## src/rtl/aes_add_round_key_stage.sv

```systemverilog
// Registered AES-128 AddRoundKey stage with on-the-fly round-key expansion (valid/ready in and out).
// Optional feature macro: AES_ARK_RKEY_OUT_EN adds o_out_rkey, the round key used for each output beat.

// Combinational AES S-box: multiplicative inverse in GF(2^8) followed by the affine transform.
module aes_ark_sbox (
    input  logic [7:0] i_byte,
    output logic [7:0] o_byte
);
    function automatic logic [7:0] gf_mul(input logic [7:0] a, input logic [7:0] b);
        logic [7:0] p;
        logic [7:0] x;
        p = 8'h00;
        x = a;
        for (int i = 0; i < 8; i++) begin
            if (b[i]) p = p ^ x;
            x = {x[6:0], 1'b0} ^ (x[7] ? 8'h1b : 8'h00);
        end
        return p;
    endfunction

    function automatic logic [7:0] rotl8(input logic [7:0] a, input int n);
        return (a << n) | (a >> (8 - n));
    endfunction

    logic [7:0] w_x2, w_x3, w_x6, w_x12, w_x15, w_x30, w_x60, w_x120, w_x240, w_x252, w_inv;

    // x^254 == x^-1 for x != 0, and maps 0 to 0 as the S-box requires
    assign w_x2   = gf_mul(i_byte, i_byte);
    assign w_x3   = gf_mul(w_x2, i_byte);
    assign w_x6   = gf_mul(w_x3, w_x3);
    assign w_x12  = gf_mul(w_x6, w_x6);
    assign w_x15  = gf_mul(w_x12, w_x3);
    assign w_x30  = gf_mul(w_x15, w_x15);
    assign w_x60  = gf_mul(w_x30, w_x30);
    assign w_x120 = gf_mul(w_x60, w_x60);
    assign w_x240 = gf_mul(w_x120, w_x120);
    assign w_x252 = gf_mul(w_x240, w_x12);
    assign w_inv  = gf_mul(w_x252, w_x2);

    assign o_byte = w_inv ^ rotl8(w_inv, 1) ^ rotl8(w_inv, 2) ^ rotl8(w_inv, 3)
                  ^ rotl8(w_inv, 4) ^ 8'h63;
endmodule

module aes_add_round_key_stage #(
    parameter int NR = 10
) (
    input  logic         i_clk,
    input  logic         i_rst_n,
    input  logic         i_key_load,
    input  logic [127:0] i_key_in,
    output logic         o_key_ok,
    input  logic         i_in_valid,
    output logic         o_in_ready,
    input  logic [127:0] i_in_state,
    output logic         o_out_valid,
    input  logic         i_out_ready,
    output logic [127:0] o_out_state,
    output logic [3:0]   o_out_round,
    output logic         o_out_last
`ifdef AES_ARK_RKEY_OUT_EN
   ,output logic [127:0] o_out_rkey
`endif
);
    localparam int         NUM_LANES = 4;
    localparam logic [3:0] LAST_RND  = 4'(NR);

    typedef struct packed {
        logic [127:0] state;
        logic [3:0]   round;
        logic         last;
    } ark_beat_t;

    logic [127:0] r_key0;
    logic [127:0] r_rk;
    logic [3:0]   r_rnd;
    logic         r_key_ok;
    logic         r_out_valid;
    ark_beat_t    r_out;
`ifdef AES_ARK_RKEY_OUT_EN
    logic [127:0] r_out_rkey;
`endif

    logic                          w_accept;
    logic                          w_in_ready;
    logic [7:0]                    w_rcon;
    logic [NUM_LANES-1:0][7:0]     w_rot;
    logic [NUM_LANES-1:0][7:0]     w_sub;
    logic [31:0]                   w_t;
    logic [31:0]                   w_n0, w_n1, w_n2, w_n3;
    logic [127:0]                  w_rk_next;
    ark_beat_t                     w_beat;

    // key_load blocks acceptance so a beat never pairs with a key being replaced
    assign w_in_ready = r_key_ok & ~i_key_load & (~r_out_valid | i_out_ready);
    assign w_accept   = i_in_valid & w_in_ready;

    // rcon[rnd+1]; only rnd 0..NR-1 ever advance the schedule
    always_comb begin
        w_rcon = 8'h00;
        case (r_rnd)
            4'd0:    w_rcon = 8'h01;
            4'd1:    w_rcon = 8'h02;
            4'd2:    w_rcon = 8'h04;
            4'd3:    w_rcon = 8'h08;
            4'd4:    w_rcon = 8'h10;
            4'd5:    w_rcon = 8'h20;
            4'd6:    w_rcon = 8'h40;
            4'd7:    w_rcon = 8'h80;
            4'd8:    w_rcon = 8'h1b;
            4'd9:    w_rcon = 8'h36;
            default: w_rcon = 8'h00;
        endcase
    end

    assign w_rot = {r_rk[23:0], r_rk[31:24]};

    genvar g;
    generate
        for (g = 0; g < NUM_LANES; g++) begin : g_lane
            aes_ark_sbox u_sbox (
                .i_byte (w_rot[g]),
                .o_byte (w_sub[g])
            );
        end
    endgenerate

    assign w_t       = w_sub ^ {w_rcon, 24'h000000};
    assign w_n0      = r_rk[127:96] ^ w_t;
    assign w_n1      = r_rk[95:64]  ^ w_n0;
    assign w_n2      = r_rk[63:32]  ^ w_n1;
    assign w_n3      = r_rk[31:0]   ^ w_n2;
    assign w_rk_next = {w_n0, w_n1, w_n2, w_n3};

    assign w_beat.state = i_in_state ^ r_rk;
    assign w_beat.round = r_rnd;
    assign w_beat.last  = (r_rnd == LAST_RND);

    always_ff @(posedge i_clk or negedge i_rst_n) begin
        if (!i_rst_n) begin
            r_key0   <= '0;
            r_rk     <= '0;
            r_rnd    <= '0;
            r_key_ok <= 1'b0;
        end else if (i_key_load) begin
            r_key0   <= i_key_in;
            r_rk     <= i_key_in;
            r_rnd    <= '0;
            r_key_ok <= 1'b1;
        end else if (w_accept) begin
            if (r_rnd == LAST_RND) begin
                r_rnd <= '0;
                r_rk  <= r_key0;
            end else begin
                r_rnd <= r_rnd + 4'd1;
                r_rk  <= w_rk_next;
            end
        end
    end

    // Output register is independent of key_load: a held beat is presented unchanged
    always_ff @(posedge i_clk or negedge i_rst_n) begin
        if (!i_rst_n) begin
            r_out_valid <= 1'b0;
            r_out       <= '0;
`ifdef AES_ARK_RKEY_OUT_EN
            r_out_rkey  <= '0;
`endif
        end else if (w_accept) begin
            r_out_valid <= 1'b1;
            r_out       <= w_beat;
`ifdef AES_ARK_RKEY_OUT_EN
            r_out_rkey  <= r_rk;
`endif
        end else if (i_out_ready) begin
            r_out_valid <= 1'b0;
        end
    end

    assign o_key_ok    = r_key_ok;
    assign o_in_ready  = w_in_ready;
    assign o_out_valid = r_out_valid;
    assign o_out_state = r_out.state;
    assign o_out_round = r_out.round;
    assign o_out_last  = r_out.last;
`ifdef AES_ARK_RKEY_OUT_EN
    assign o_out_rkey  = r_out_rkey;
`endif
endmodule

```

## config.mk

```make
export PLATFORM = sky130hd
export DESIGN_NAME = aes_add_round_key_stage
export DESIGN_NICKNAME = d
export VERILOG_FILES = /design/src/rtl/aes_add_round_key_stage.sv
export SDC_FILE = /design/constraint.sdc
export NUM_CORES = 2
export LEC_CHECK = 0
export BUFFER_PORTS_ARGS = -buffer_cell sky130_fd_sc_hd__buf_2
export CAP_MARGIN = 20
export CORE_MARGIN = 5
export CORE_UTILIZATION = 60
export CTS_CLUSTER_DIAMETER = 80
export DETAILED_ROUTE_END_ITERATION = 10
export HOLD_SLACK_MARGIN = 0.05
export MAX_ROUTING_LAYER = met4
export PLACE_DENSITY = 0.79
export SETUP_SLACK_MARGIN = 0.15
export SYNTH_ARGS = -nofsm -noshare
export SYNTH_HDL_FRONTEND = slang
export SYNTH_SLANG_ARGS = --single-unit
```

## constraint.sdc

```tcl
create_clock -name i_clk -period 57.4 [get_ports i_clk]
set_clock_uncertainty 0.05 [all_clocks]
set_input_delay 14.35 -clock i_clk [delete_from_list [all_inputs] [get_ports i_clk]]
set_output_delay 14.35 -clock i_clk [all_outputs]
set_load 0.01 [all_outputs]
```

Yosys cells after proc, flatten, opt, wreduce, memory -nomap -nowiden --
Memories as Yosys holds them, arrays and structs flattened. Cells that the tools add are included. Widths: inputs -> output; s select.
Storage, ports and cells: bits of input ports 261, memories 1, ROM bits 128, register bits 395, output and inout port bits 136, logic and storage cells 1345
Operators by class: muxes and demuxes 668, bitwise operators 664, reduce and logical (&&, ||, !) cells 2, add/subtract/negate cells 1, equality and inequality tests 1
Memory list:
- (name not given) | words 16, width 8, read ports 1, clocked after memory_dff 0, write ports 0, RTL line 100 | case (r_rnd)
Operator list (count):
- $xor 8x8->8 | 632
- $mux 8 | 352
- $mux 5 | 308
- $mux 128 | 3
- $xor 32x32->32 | 5
- $xor 128x128->128 | 1
- $or 8x1->8 | 4
- $or 8x2->8 | 4
- $or 8x3->8 | 4
- $or 8x4->8 | 4
- $not 4->4 | 4
- $mux 4 | 3
- $add 4x1->4 const B | 1
- $eq 4x4->1 const B | 1
- $reduce_bool 2->1 | 2
- $and 1x1->1 | 3
- $mux 1 | 2
- $not 1->1 | 2
- $or 1x1->1 | 1

Longest topological paths before layout --
word-level depth 190, gate-level depth with buffers 79, mapped depth without buffers 71

Hierarchy --
Synthesis repeated with hierarchy kept, for this count alone.
Unflattened totals: cells, all modules 7401, area total of the unflattened synthesis 64747.1 sq um
Modules (own cells, without submodules):
- aes_ark_sbox | times used 4, area each 11579.9 sq um, cells an instance 1431, sequential area each 0.0 sq um
- aes_add_round_key_stage | times used 1, area each 18427.7 sq um, cells an instance 1677, sequential area each 9884.5 sq um

Worst setup path before layout --
OpenSTA, ideal clock, no wires.
path kind input -> output, start input port i_out_ready, end output port o_in_ready, setup slack 28219 ps, required time 43000 ps, cell stages on the path 2, buffers on the path 0, arrival time 14781 ps, cell sequence nor2b_1 -> nor3b_1
Between the ends: cells in the longest elaborated chain, start to end 2
Ends and longest elaborated chain:
- start, declared | RTL line 56 | input logic i_out_ready,
- $or 1x1->1 | RTL line 94 | assign w_in_ready = r_key_ok & ~i_key_load & (~r_out_valid | i_out_ready);
- $and 1x1->1 | RTL line 94
- end, declared | RTL line 53 | output logic o_in_ready,
Every way passes these cells.

Worst setup path in the final report --
start input port i_key_load, end output port o_in_ready
Between the ends: cells in the longest elaborated chain, start to end 3
Ends and longest elaborated chain:
- start, declared | RTL line 49 | input logic i_key_load,
- $not 1->1 | RTL line 94
- $and 1x1->1 (2 in series) | RTL line 94
Every way passes these cells.

==> impl_results.md <==
* Status: finished clean
* Worst path max stage delay at 0.54 ns
* DIE AREA at 0.113 sq mm
* Sequential area share after synthesis at 15.5%
* WS Path Type: input port to output pin
* Layout cells sized above 1 at 13.8%
* Hold Path Class: register to register
* Distinct cells, synth at 122
* Setup TNS at 0 ns
* Vias in the first global route at 54,100
* Synthesized Nets at 7,785
* CTS resizes at 0
* Sink Count at 395
* Main synth FF type: dfrtp_1
* Gr ovfl total at 0
* Drt pass-1 iters at 11
* Register area at 0.00988 sq mm
* Crit path max-delay cell type: nor3b_1
* Register bit total from synthesis at 395
* Ranking of synthesized cells by area: xnor2_1, dfrtp_1, xnor3_1, xor2_1, nand2_1
* Setup crit start kind: input port
* GR Util All Layers at 33.0%
* CTS clk-pin slew, worst paths at 0.06 ns
* First-pass GRT wire length at 297,000 um
* Drt total wl at 189,000 um
* Die Span Y at 336 um
* Max_cap viols at 0
* Tightest Pin Transition at 1.19 ns
* IO Port Bufs at 396
* Avg Synthesized Cell Area at 8.53 sq um
* Worst reg2reg startpoint: r_rk[23]
* Die Wd at 336 um
* EDFF count, synth at 0
* Hold path cells at 2
* Post-Synthesis Cell Area at 0.0640 sq mm
* Arrival @ worst endpoint at 15.41 ns
* # rows at 119
* Via density at 6.29
* Final Hold Fails at 0
* Largest net degree at the start of global routing at 165
* H-tree levels at 2
* Routed via count at 57,000
* Max_slew headroom at 20.9%
* Worst Setup SP: i_key_load
* Synthesis-to-finish area growth at 6.84%
* Core area at 0.106 sq mm
* Placed cells at 8,945
* Multi-input logic area at 0.0512 sq mm
* Post-CTS setup buffer count at 0
* Final Cell Area at 0.0683 sq mm
* DRT iter0 DRCs at 6,119
* Root Buffer: clkbuf_16
* Final net count at 7,904
* Initial core utilization at 60.6%
* Post-place instance area at 0.0666 sq mm
* CP max FO at 102
* WL/cell at 20.9 um
* Max Clock Freq at 33.5 MHz
* CP Buf/Inv Count at 2
* WP data required at 43.00 ns
* Final ANT Viol Nets at 0
* Crit-path cells: buf_8 -> nor3b_1 -> buf_2
* Family with the most delay on the worst path: simple AND/OR/NAND/NOR gates
* Cell count after synthesis at 7,494
* Num CTS Buffers at 49
* Fin crit period at 29.81 ns
* DP HPWL at 139,000 um
* FFs w/ async S/R, synth at 100%
* Slew Limit Fails at 0
* CP Depth at 3
* Hold path startpoint: o_out_state[86]
* CP Capture Type: output pin
* Layout Cells excl Fill at 9,056
* CTS max path bufs at 3
* Commonest cells after routing, fill and taps aside: xnor2_1, nand2_1, nor2_1
* RSZ-0062 raised after global routing: no
* Worst r2r path cells at 67
* Worst skew pair latency at 0.65 ns
* Routability cong. at 0.984
* Crit share post-route at 51.9%
* # hold bufs at CTS at 0
* Yosys top cell area share at 18.4%
* Synth Warn # at 0
* Fill cell count at 8,597
* Synth area leader: xnor2_1
* Setup violations, final at 0
* DRC errors left at 0
* CTS tree: yes
* I/O pins at 397
* Commonest non-fill, non-tap cell in the layout: xnor2_1
* Initial antenna violation count at 19
## per-layer routing
layer  wire (um)  vias up  global-route usage (%)
li1            -    26300                       -
met1       77400    27400                    43.0
met2       86300     2831                    51.9
met3       18500      456                    6.08
met4        7340        0                    11.7
met5           0        -                       -
## logic make-up after synthesis
| family | after synthesis | synth area share [%] |
|---|---|---|
| fa+ha+maj | 30 | 0.587 |
| xor+xnor | 2256 | 41.0 |
| compound gates | 1478 | 15.8 |
| buf+inv | 642 | 4.82 |
| flops | 395 | 15.5 |
| simple gates | 2319 | 16.2 |
| mux | 374 | 6.19 |
## metrics by stage
| step | setup WS (ns) | util [%] | hold WS (ns) |
|---|---|---|---|
| final | 27.59 | 64.7 | 0.422 |
| after global routing | 27.49 | 64.7 | 0.443 |
| after CTS | 27.59 | 64.6 | 0.428 |
| after floorplan | 28.22 | - | 0.411 |
| after global placement | 27.60 | 63.0 | 0.406 |
| after detailed placement | 27.60 | 63.1 | 0.415 |
## registers in the layout (all words and copies together) (netlist names)
name,cells
o_out_state,128
r_rk,128
o_out_round,4
o_out_last,1
o_key_ok,1
o_out_valid,1
r_key0,128
r_rnd,4
## cells in the mapped netlist, types with 63 or more instances
cell type and n:
xnor2_1 1342, nor2_1 745, nand2_1 849, buf_4 75
clkbuf_1 240, dfrtp_1 395, nor3_1 133, a21oi_1 279
buf_2 124, xnor3_1 309, mux2i_1 215, nand2b_1 75
inv_1 108, xnor2_2 68, nand3_1 138, a22oi_1 63
mux2_2 156, xor2_1 415, a211oi_1 64, a222oi_1 77
o21ai_0 397
## worst paths after layout
path | end | slack [ns]
max in group asynchronous | o_out_state[106] | 41.25
setup reg to reg | r_rk[30] | 31.76
hold / removal | o_out_state[86] | 0.42
min in group asynchronous | o_out_state[124] | 13.69
setup / recovery | o_in_ready | 27.59
hold reg to reg | o_out_state[86] | 0.42
## worst reg2reg max path: cells and delay by family, from the launching register on
kind / cells / cell delay [ns]
AOI/OAI and AO/OA: 8 / 1.54
xor gates and xnor gates: 34 / 15.09
adders and majority gates: 7 / 3.11
buffers and inverters: 8 / 2.78
DFF: 1 / 0.36
and+or+nand+nor: 10 / 2.59
## area by class of cell
type | instances | area share, %
antenna | 16 | 0.0586
clock buffer | 64 | 1.96
sequential | 395 | 14.5
timing repair buffer | 563 | 4.81
tap | 1391 | 2.55
multi-input combinational | 6457 | 74.9
inverter | 147 | 0.807
clock inverter | 23 | 0.491
Power is left out: the tool's default activity adds up to more than one toggle a clock period on the data nets, which glitch-free logic cannot reach.
